## config.mk

```make
export PLATFORM = sky130hd
export DESIGN_NAME = imm_gen_pipe
export DESIGN_NICKNAME = d
export VERILOG_FILES = /design/src/rtl/imm_gen_pipe.sv
export SDC_FILE = /design/constraint.sdc
export NUM_CORES = 1
export LEC_CHECK = 0
export ABC_AREA = 1
export CAP_MARGIN = 20
export CORE_ASPECT_RATIO = 0.9
export CORE_MARGIN = 3
export CORE_UTILIZATION = 40
export CTS_CLUSTER_SIZE = 28
export DETAILED_ROUTE_END_ITERATION = 10
export GPL_ROUTABILITY_DRIVEN = 0
export PLACE_DENSITY_LB_ADDON = 0.12
export SETUP_SLACK_MARGIN = 0.3
export SYNTH_ARGS = -nofsm -noshare
export SYNTH_HDL_FRONTEND = slang
export SYNTH_SLANG_ARGS = --single-unit
```

## constraint.sdc

```tcl
create_clock -name clk -period 2 [get_ports clk]
set_clock_uncertainty 0.05 [all_clocks]
set_input_delay 0.4 -clock clk [delete_from_list [all_inputs] [get_ports clk]]
set_output_delay 0.4 -clock clk [all_outputs]
set_load 0.01 [all_outputs]
```

## src/rtl/imm_gen_pipe.sv

```systemverilog
// imm_gen_pipe: LEGv8 immediate generator with a one-cycle output register
// and a single skid entry, so the block streams one word per cycle while the
// consumer is ready and still absorbs one extra word on a stall.
// Optional macro IMM_GEN_BYTE_OFFSET_EN: when defined, CB and B immediates
// are returned as byte offsets (word offset shifted left by 2).
module imm_gen_pipe #(
   parameter int W    = 64,
   parameter int CNTW = 16
) (
   input  logic            clk,
   input  logic            reset,
   input  logic [31:0]     instr,
   input  logic            in_valid,
   output logic            in_ready,
   output logic [W-1:0]    imm,
   output logic [2:0]      fmt,
   output logic            out_valid,
   input  logic            out_ready,
   output logic [CNTW-1:0] none_cnt
);

   localparam logic [2:0] FMT_NONE = 3'd0;
   localparam logic [2:0] FMT_D    = 3'd1;
   localparam logic [2:0] FMT_CB   = 3'd2;
   localparam logic [2:0] FMT_B    = 3'd3;
   localparam logic [2:0] FMT_I    = 3'd4;

   logic [W-1:0]    dec_imm;
   logic [2:0]      dec_fmt;

   logic [W-1:0]    out_imm_reg,   out_imm_next;
   logic [2:0]      out_fmt_reg,   out_fmt_next;
   logic            out_valid_reg, out_valid_next;
   logic [W-1:0]    skid_imm_reg,  skid_imm_next;
   logic [2:0]      skid_fmt_reg,  skid_fmt_next;
   logic            skid_valid_reg, skid_valid_next;
   logic            in_ready_reg,  in_ready_next;
   logic [CNTW-1:0] none_cnt_reg,  none_cnt_next;

   logic            in_fire;
   logic            out_fire;

   // Decode the incoming word; formats are tested in priority order.
   always_comb begin
      dec_imm = '0;
      dec_fmt = FMT_NONE;
      if (instr[31:21] == 11'b11111000010 || instr[31:21] == 11'b11111000000) begin
         dec_fmt = FMT_D;
         dec_imm = {{(W-9){instr[20]}}, instr[20:12]};
      end else if (instr[31:24] == 8'b10110100 || instr[31:24] == 8'b10110101) begin
         dec_fmt = FMT_CB;
`ifdef IMM_GEN_BYTE_OFFSET_EN
         dec_imm = {{(W-21){instr[23]}}, instr[23:5], 2'b00};
`else
         dec_imm = {{(W-19){instr[23]}}, instr[23:5]};
`endif
      end else if (instr[31:26] == 6'b000101) begin
         dec_fmt = FMT_B;
`ifdef IMM_GEN_BYTE_OFFSET_EN
         dec_imm = {{(W-28){instr[25]}}, instr[25:0], 2'b00};
`else
         dec_imm = {{(W-26){instr[25]}}, instr[25:0]};
`endif
      end else if (instr[31:22] == 10'b1001000100 || instr[31:22] == 10'b1101000100) begin
         dec_fmt = FMT_I;
         dec_imm = {{(W-12){1'b0}}, instr[21:10]};
      end
   end

   assign in_fire  = in_valid && in_ready_reg;
   assign out_fire = out_valid_reg && out_ready;

   // Output register / skid steering, ready generation and NONE counting.
   always_comb begin
      out_imm_next    = out_imm_reg;
      out_fmt_next    = out_fmt_reg;
      out_valid_next  = out_valid_reg;
      skid_imm_next   = skid_imm_reg;
      skid_fmt_next   = skid_fmt_reg;
      skid_valid_next = skid_valid_reg;
      none_cnt_next   = none_cnt_reg;

      if (!out_valid_reg || out_fire) begin
         // Output slot frees up: the older skid word has priority. in_ready is
         // low whenever the skid is full, so no new word can arrive then.
         if (skid_valid_reg) begin
            out_imm_next    = skid_imm_reg;
            out_fmt_next    = skid_fmt_reg;
            out_valid_next  = 1'b1;
            skid_valid_next = 1'b0;
         end else if (in_fire) begin
            out_imm_next   = dec_imm;
            out_fmt_next   = dec_fmt;
            out_valid_next = 1'b1;
         end else begin
            out_valid_next = 1'b0;
         end
      end else if (in_fire) begin
         // Output stalled: park the new word in the skid entry.
         skid_imm_next   = dec_imm;
         skid_fmt_next   = dec_fmt;
         skid_valid_next = 1'b1;
      end

      in_ready_next = !skid_valid_next;

      if (in_fire && dec_fmt == FMT_NONE && none_cnt_reg != {CNTW{1'b1}})
         none_cnt_next = none_cnt_reg + CNTW'(1);
   end

   // State registers with synchronous active-low reset.
   always_ff @(posedge clk) begin
      if (!reset) begin
         out_imm_reg    <= '0;
         out_fmt_reg    <= FMT_NONE;
         out_valid_reg  <= 1'b0;
         skid_imm_reg   <= '0;
         skid_fmt_reg   <= FMT_NONE;
         skid_valid_reg <= 1'b0;
         in_ready_reg   <= 1'b0;
         none_cnt_reg   <= '0;
      end else begin
         out_imm_reg    <= out_imm_next;
         out_fmt_reg    <= out_fmt_next;
         out_valid_reg  <= out_valid_next;
         skid_imm_reg   <= skid_imm_next;
         skid_fmt_reg   <= skid_fmt_next;
         skid_valid_reg <= skid_valid_next;
         in_ready_reg   <= in_ready_next;
         none_cnt_reg   <= none_cnt_next;
      end
   end

   assign in_ready  = in_ready_reg;
   assign imm       = out_imm_reg;
   assign fmt       = out_fmt_reg;
   assign out_valid = out_valid_reg;
   assign none_cnt  = none_cnt_reg;

endmodule

```

==> results of run 1 <==
## power by group through the flow
stage	Combinational [mW]	Sequential (mW)	Clock (mW)
2_1_floorplan	0.265	1.67	0
3_3_place_gp	0.587	1.65	0
3_5_place_dp	0.592	1.65	0
4_1_cts	0.572	1.62	1.95
5_1_grt	0.621	1.62	2.01
6_report	0.572	1.62	1.92
## cells by family (layout without fill, tap and decap cells)
logic type	after synthesis	after routing
AOI/OAI and AO/OA	176	176
adders and majority gates	1	1
DFF	77	77
buffers and inverters	125	247
xor gates and xnor gates	13	13
and+or+nand+nor	214	217
## routing by layer
layer | track usage (%) | vias up | part of all wire, %
met1 | 27.1 | 2083 | 44
met3 | 4.75 | 26 | 5.8
met2 | 37.1 | 154 | 48
met4 | 6.48 | 0 | 1.7
li1 | - | 2216 | -
met5 | 0 | - | 0
## worst register-to-register path: cells and delay by family, from the launching register on
kind | cells | cell delay, ns
compound gates | 1 | 0.07
buf+inv | 1 | 0.15
flops | 1 | 0.41
simple gates | 6 | 0.86
## cell type report
cell class	instances	area (µm²)	share of cell area, %
multi-input cells	407	2170	35.4
flip-flops and latches	77	1560	25.4
clock buffers	9	225	3.67
inverters	55	210	3.43
well taps	126	158	2.57
repair buffers	176	1680	27.5
clock inverters	7	123	2.00
## cells in the final DEF, fill, tap and decap left out, drive strengths merged
master	count
o221ai	5
nor2	76
o22ai	9
clkbuf	9
inv	54
nand3b	2
o21ai	72
xnor2	4
a21oi	82
dlygate4sd2	63
buf	56
nand3	32
nor3	9
clkdlybuf4s15	1
o211ai	4
nand4	3
bufinv	3
dfxtp	77
ha	1
nand2	95
clkdlybuf4s50	37
a31oi	4
dlymetal6s2s	19
clkinvlp	3
xor2	9
clkinv	2
## worst max-delay path by stage
stage	startpoint	endpoint	slack, ns	cells past startpoint
2_1_floorplan	imm[62]	imm[26]	0.34	1
3_3_place_gp	instr[27]	imm[0]	-0.29	12
3_5_place_dp	instr[27]	imm[0]	-0.32	12
4_1_cts	instr[23]	none_cnt[13]	0.30	11
5_1_grt	none_cnt[7]	none_cnt[14]	0.26	8
6_report	none_cnt[7]	none_cnt[10]	0.33	8
## timing repair
item                                    in CTS  in global routing
hold buffers                                 0                  0
gates cloned                                 2                  3
pin swaps                                   18                 11
endpoints found under the setup margin     111                 80
setup buffers                                1                  5
endpoints found under the hold margin        0                  0
gates resized for setup                     99                 40
==> qor.yml, run 1 <==
run_status:
  status: "complete, no violations"
cts:
  clk_latency_ns: 0.34
  root_buffer: "clkbuf_16"
  h-tree-depth: 3
  clock-sinks: 77
  cts_buffer_depth: 2
  numCtsBuffers: 9
  cts_tree: "yes"
  clk_pin_slew_worst_paths_ns: 0.06
setup_path:
  crit_buf_inv: 1
  cpPeakStageDelay_ns: 0.41
  critPathSlowestCell: "dfxtp_1"
  crit_chain: "nand2_1 -> nor2_4 -> nand2_2 -> nor2_4 -> buf_6 -> nand2_4 -> nand3_1 -> a21oi_1"
  crit_path_end_kind: "register"
  path_delay_family: "simple AND/OR/NAND/NOR gates"
  reg2reg_from: "none_cnt[7]"
  cp.required_ns: 2.16
  r2r-end: "none_cnt[10]"
  reg2reg_slack_ns: 0.33
  critical_path_class: "reg2reg"
  cp.arrival_ns: 1.83
  ff2ff_path_depth: 8
  cp_common_cell: "nor2_4"
  critPathMaxFanout: 8
  critPathLaunchType: "register"
timing:
  setup_tns_ns: 0
  finalCritPeriodShare_pct: 83.4
  max_freq_mhz: 600
  rsz0062_at_grt: "false"
  finalSetupViolCount: 0
  drv_slew: 0
  final.min_clock_period_ns: 1.67
  layout_setup_ws_ns: 0.332
  finalHoldViolCount: 0
  maxSlewHeadroom_pct: 67.7
  tightestPinTransition_ns: 0.484
  holdWs_ns: 0.431
logic_synthesis:
  yosysSeqAreaShare_pct: 36.8
  synth_top_family_by_area: "simple AND/OR/NAND/NOR gates"
  synthMostInstantiatedCell: "nand2_1"
  synth_enable_flop_cells: 0
  synth_top_area_share_pct: 36.8
  yosys.area_share.adder_pct: 0.299
  syn_avg_cell_area_um2: 6.91
  yosys-top-cells-area: "dfxtp_1 37%, a21oi_1 9.8%, o21ai_0 8.0%"
  netlist_instances: 606
  synth-simple-area-share_pct: 22.7
  yosys-top-cells-count: "85 x nand2_1, 82 x a21oi_1, 77 x dfxtp_1"
  ys_seq_elements: 77
  ys_types: 31
  syn-cell-area_um2: 4190
  synth_xor_area_share_pct: 2.72
  synth_compound_area_share_pct: 22.1
  yosys_warnings: 0
  synth_flop_cell: "dfxtp_1"
  yosys.area.top_type: "dfxtp_1"
  syn-num-nets: 643
  synth_async_sr_flop_share_pct: 0
  synth.mux.area_fraction_pct: 0
place:
  portBuffers: 120
  place_hpwl_um: 8830
  dp.cells: 830
  pre_cts_slack_ns: -0.318
  place_area_um2: 5520
grt:
  grt-ovfl-total: 0
  grt_pass1_vias: 4295
  antenna_found_initial: 0
  grt_pass1_wl_um: 20500
  track_usage_pct: 21.5
  grt_start_max_net_pins: 32
floorplanning:
  num_rows: 34
  die_h_um: 103
  io_pins: 121
  die_w_um: 114
  start_util_pct: 42.2
  core_um2: 9910
  design.die.area_um2: 11700
power:
  p_per_area_nw_per_um2: 670
  swShare_pct: 24.6
  p_seq_share_pct: 39.3
  vdd_drop_max_mv: 0.500
  power.internal_mw: 3.10
  power_frac_comb_pct: 13.9
  p_sw_mw: 1.01
  clkPwrFrac_pct: 46.7
  p_total_mw: 4.11
  p_leak_nw: 3.12
drt:
  drc: 0
  firstDrtPassIters: 5
  viasPerCell: 5.23
  post_drt_wl_per_cell_um: 15.0
  finalWirelength_um: 12800
  route.vias.total: 4479
  drt_iter0_drc: 300
  antenna_left: 0
min_path:
  hp-class: "reg2reg"
  holdPathStages: 2
  min_to: "imm[0]"
  hp-start: "imm[0]"
finish:
  post-route-util_pct: 61.8
  n_antenna_cell: 0
  fillers: 902
  final_cells: 857
  layout-drive-gt1-share_pct: 17.9
  postLayoutCellArea_um2: 6130
  synthToLayoutAreaGrowth_pct: 46.4
  fin_nets: 763
flow_run:
  max_cap_violations: 0
No activity file was read; power rests on OpenSTA's default activity.
==> inputs of run 2 (changes only) <==
==> constraint.sdc (replaced) <==
create_clock -name clk -period 1.6 [get_ports clk]
set_clock_uncertainty 0.05 [all_clocks]
set_input_delay 0.32 -clock clk [delete_from_list [all_inputs] [get_ports clk]]
set_output_delay 0.32 -clock clk [all_outputs]
set_load 0.01 [all_outputs]
==> run 2 against run 1 <==
Compared with the run above: routed wire length grew 35%; worst hold slack lost 0.013 ns; core utilization grew 14 points; critical path type unchanged; largest power group is now sequential cells; highest routed layer unchanged.
==> qor.yml, run 2 (synthesized netlist as in run 1, its figures left out) <==
finish:
  n_antenna_cell: 0
  synthToLayoutAreaGrowth_pct: 78.5
  fillers: 690
  post-route-util_pct: 75.4
  layout-drive-gt1-share_pct: 53.7
  layout_commonest_cell: "buf_4"
  fin_nets: 826
  layout_common_cells: "67 x buf_4, 65 x dfxtp_1, 57 x a21oi_1, 56 x buf_6, 56 x clkbuf_2"
min_path:
  hp-start: "imm[0]"
  hp-class: "reg2reg"
flow_run:
  max_cap_violations: 0
setup_path:
  cp.required_ns: 1.78
  ff2ff_path_depth: 9
  critPathMaxFanout: 6
  reg2reg_slack_ns: 0.05
  crit_start: "none_cnt[0]"
  cp.arrival_ns: 1.73
  reg2reg_from: "none_cnt[0]"
  crit_path_end_kind: "register"
  r2r-end: "none_cnt[13]"
  crit_end: "none_cnt[13]"
  critPathLaunchType: "register"
  critical_path_class: "reg2reg"
timing:
  finalSetupViolCount: 0
  layout_setup_ws_ns: 0.0455
  holdWs_ns: 0.417
  rsz0062_at_grt: "true"
  finalHoldViolCount: 0
  tightestPinTransition_ns: 0.418
  final.min_clock_period_ns: 1.55
  drv_slew: 0
  finalCritPeriodShare_pct: 97.2
  max_freq_mhz: 643
  maxSlewHeadroom_pct: 71.9
  setup_tns_ns: 0
cts:
  clk_pin_slew_worst_paths_ns: 0.06
  cts_hold_buf: 0
  clk_latency_ns: 0.34
  cts_tree: "yes"
  clock-sinks: 77
  root_buffer: "clkbuf_16"
  numCtsBuffers: 9
  h-tree-depth: 3
  cts_buffer_depth: 2
floorplanning:
  design.die.area_um2: 11700
  core_um2: 9910
  num_rows: 34
  die_h_um: 103
  start_util_pct: 42.2
  die_w_um: 114
  io_pins: 121
drt:
  drt_iter0_drc: 379
  finalWirelength_um: 17400
  firstDrtPassIters: 5
  drc: 0
  viasPerCell: 5.62
  route.vias.total: 5167
  antenna_left: 0
  post_drt_wl_per_cell_um: 18.9
power:
  p_leak_nw: 3.29
  p_per_area_nw_per_um2: 664
  vdd_drop_max_mv: 0.698
run_status:
  status: "complete, no violations"
grt:
  antenna_found_initial: 0
  grt_start_max_net_pins: 41
  grt_pass1_vias: 4604
  grt-ovfl-total: 0
  track_usage_pct: 24.0
  grt_pass1_wl_um: 22600
place:
  pre_cts_slack_ns: -0.596
  portBuffers: 120
  place_hpwl_um: 9400
==> run 2: layer usage <==
metal	track usage, %	share of wire (%)	vias up
met5	0	0	-
met4	9.59	3.6	0
met3	5.63	7.8	54
met2	40.5	50	299
met1	29.9	39	2455
li1	-	-	2359
==> run 2: final cells by class <==
type	count	area, µm²	area share [%]
well taps	126	158	2.11
flip-flops and latches	77	1570	21.0
inverters	55	245	3.28
clock inverters	6	37.5	0.502
repair buffers	241	2240	29.9
clock buffers	10	239	3.20
multi-input cells	405	2980	39.9
==> run 2: how the worst min path moves through the flow <==
stage | depth (start not counted) | end | slack (ns)
final | 2 | imm[0] | 0.42
after global routing | 6 | skid_imm_reg[23] | 0.44
after CTS | 2 | imm[11] | 0.41
after detailed placement | 2 | imm[11] | 0.41
after global placement | 2 | imm[11] | 0.41
after floorplan | 2 | skid_imm_reg[11] | 0.41
==> run 2: worst max-delay path, stage by stage (launching register included) <==
cell	delay (ns)
dfxtp_4	0.37
ha_4	0.15
nand2_4	0.06
nor2_4	0.13
nand2_4	0.08
nor2_4	0.14
nand2_8	0.12
clkbuf_16	0.20
nand3_1	0.08
a21oi_1	0.06
==> run 2: what timing repair did <==
item	CTS	global route
setup buffers	14	31
gates resized for setup	218	437
pin swaps	37	62
gates cloned	6	11
setup endpoints to repair	160	159
==> run 2: metrics by stage <==
stage | std cells | cell area [µm²] | power (mW)
global route | 920 | 7470 | 5.10
floorplan | 606 | 4400 | 2.45
global placement | 842 | 5850 | 2.84
finish | 920 | 7470 | 4.96
detailed placement | 842 | 5850 | 2.85
CTS | 878 | 6530 | 4.73
==> run 2: power by group <==
part           leakage [nW]  switching (mW)  internal [mW]
clock                 0.139           0.850           1.09
combinational          2.52           0.516          0.477
sequential            0.633          0.0544           1.98
total                  3.29            1.42           3.54
==> inputs of run 3 (changes only) <==
--- a/config.mk
+++ b/config.mk
@@ -7,7 +7,7 @@
 export LEC_CHECK = 0
 export ABC_AREA = 1
 export CAP_MARGIN = 20
-export CORE_ASPECT_RATIO = 0.9
+export CORE_ASPECT_RATIO = 1.25
 export CORE_MARGIN = 3
 export CORE_UTILIZATION = 40
 export CTS_CLUSTER_SIZE = 28
==> run 3 against run 2 <==
Compared with the run above: sequential power about the same; worst hold slack better by 0.0064 ns; core utilization up 4.1 points; critical endpoint is now skid_imm_reg[19]; largest cell class unchanged; largest power group is now clock; highest routed layer unchanged.
==> qor.yml, run 3 (synthesized netlist as in run 1, its figures left out) <==
timing:
  finalSetupViolCount: 0
  maxSlewHeadroom_pct: 72.5
  finalCritPeriodShare_pct: 99.1
  holdWs_ns: 0.424
  drv_slew: 0
  tightestPinTransition_ns: 0.413
  final.min_clock_period_ns: 1.59
  rsz0062_at_grt: "true"
  setup_tns_ns: 0
  finalHoldViolCount: 0
  max_freq_mhz: 631
  layout_setup_ws_ns: 0.0143
finish:
  layout_commonest_cell: "buf_4"
  n_antenna_cell: 0
  layout-drive-gt1-share_pct: 58.4
  post-route-util_pct: 79.5
  layout_common_cells: "61 x buf_4, 56 x buf_6, 49 x nand2_1, 49 x dfxtp_1, 43 x a21oi_1"
  synthToLayoutAreaGrowth_pct: 92.9
  postLayoutCellArea_um2: 8080
  fin_nets: 831
setup_path:
  cp.required_ns: 1.84
  cp.arrival_ns: 1.83
  critPathLaunchType: "primary input"
  reg2reg_slack_ns: 0.04
  crit_path_end_kind: "register"
  ff2ff_path_depth: 9
  reg2reg_from: "none_cnt[0]"
  critical_path_class: "in2reg"
  critPathMaxFanout: 7
  r2r-end: "none_cnt[10]"
place:
  place_area_um2: 5820
  portBuffers: 120
  pre_cts_slack_ns: -0.588
  place_hpwl_um: 8950
min_path:
  holdPathStages: 2
  hp-start: "imm[11]"
  min_to: "imm[11]"
  hp-class: "reg2reg"
cts:
  cts_hold_buf: 0
  numCtsBuffers: 9
  cts_tree: "yes"
  root_buffer: "clkbuf_16"
  clk_latency_ns: 0.35
  h-tree-depth: 3
  cts_buffer_depth: 2
  clk_pin_slew_worst_paths_ns: 0.06
  clock-sinks: 77
drt:
  firstDrtPassIters: 5
  post_drt_wl_per_cell_um: 20.3
  finalWirelength_um: 18800
  antenna_left: 0
  viasPerCell: 5.68
  drt_iter0_drc: 259
  drc: 0
  route.vias.total: 5264
floorplanning:
  start_util_pct: 41.2
  die_w_um: 97.5
  io_pins: 121
  core_um2: 10200
  num_rows: 41
  design.die.area_um2: 11700
  die_h_um: 120
power:
  vdd_drop_max_mv: 0.612
  p_per_area_nw_per_um2: 668
  p_leak_nw: 3.44
run_status:
  status: "complete, no violations"
grt:
  track_usage_pct: 26.4
  antenna_found_initial: 0
  grt_pass1_vias: 5094
  grt-ovfl-total: 0
  grt_start_max_net_pins: 32
  grt_pass1_wl_um: 25100
flow_run:
  max_cap_violations: 0
run 3: cell count changes in the layout (fill, tap and decap cells not counted), sizes merged:
cell,previous run,this run
clkbuf,71,27
bufinv,0,2
dlygate4sd2,4,3
dlymetal6s2s,0,5
clkdlybuf4s50,21,20
clkinvlp,2,1
buf,151,161
clkdlybuf4s15,4,42
clkinv,5,1
run 3: repair_timing:
item                       in CTS  in global routing
setup buffers                  33                 17
gates resized for setup       477                234
cloned                         17                  1
pin swaps                      54                 66
setup endpoints to repair     160                156
run 3: worst max path at each step:
stage	from	end	cells after the start
6_report	instr[29]	skid_imm_reg[19]	11
5_1_grt	none_cnt[0]	none_cnt[10]	9
4_1_cts	imm[2]	imm[2]	1
3_5_place_dp	instr[27]	none_cnt[8]	10
3_3_place_gp	instr[27]	imm[2]	8
2_1_floorplan	none_cnt[0]	none_cnt[6]	10
run 3: area by class of cell:
class,instances,area [µm²]
flip-flops and latches,77,1590
repair buffers,246,2670
inverters,55,243
clock inverters,3,68.8
fillers,589,2080
multi-input cells,405,3080
clock buffers,12,256
well taps,129,161
run 3: layer usage:
layer,GRT usage [%],vias up,share of wire [%]
met5,0,-,0
met4,15.7,0,6.8
met3,5.42,111,7.0
met2,46.8,298,52
met1,29.0,2494,35
li1,-,2361,-
run 3: metrics by stage:
step	instances	power, mW
CTS	909	5.22
finish	927	5.40
global route	927	5.54
global placement	844	2.84
detailed placement	844	2.85
floorplan	606	2.45
run 3: critical path, stage by stage:
cell      delay, ns
buf_6          0.08
buf_6          0.10
nand2_8        0.05
nor2_4         0.21
buf_6          0.14
nand4_1        0.23
buf_6          0.26
o211ai_1       0.12
buf_4          0.16
o21ai_1        0.08
inv_1          0.08
run 3: where the power goes:
group / switching, mW / internal (mW) / total [mW]
registers: 0.0607 / 1.98 / 2.04
clock network: 0.859 / 1.45 / 2.31
logic: 0.532 / 0.515 / 1.05
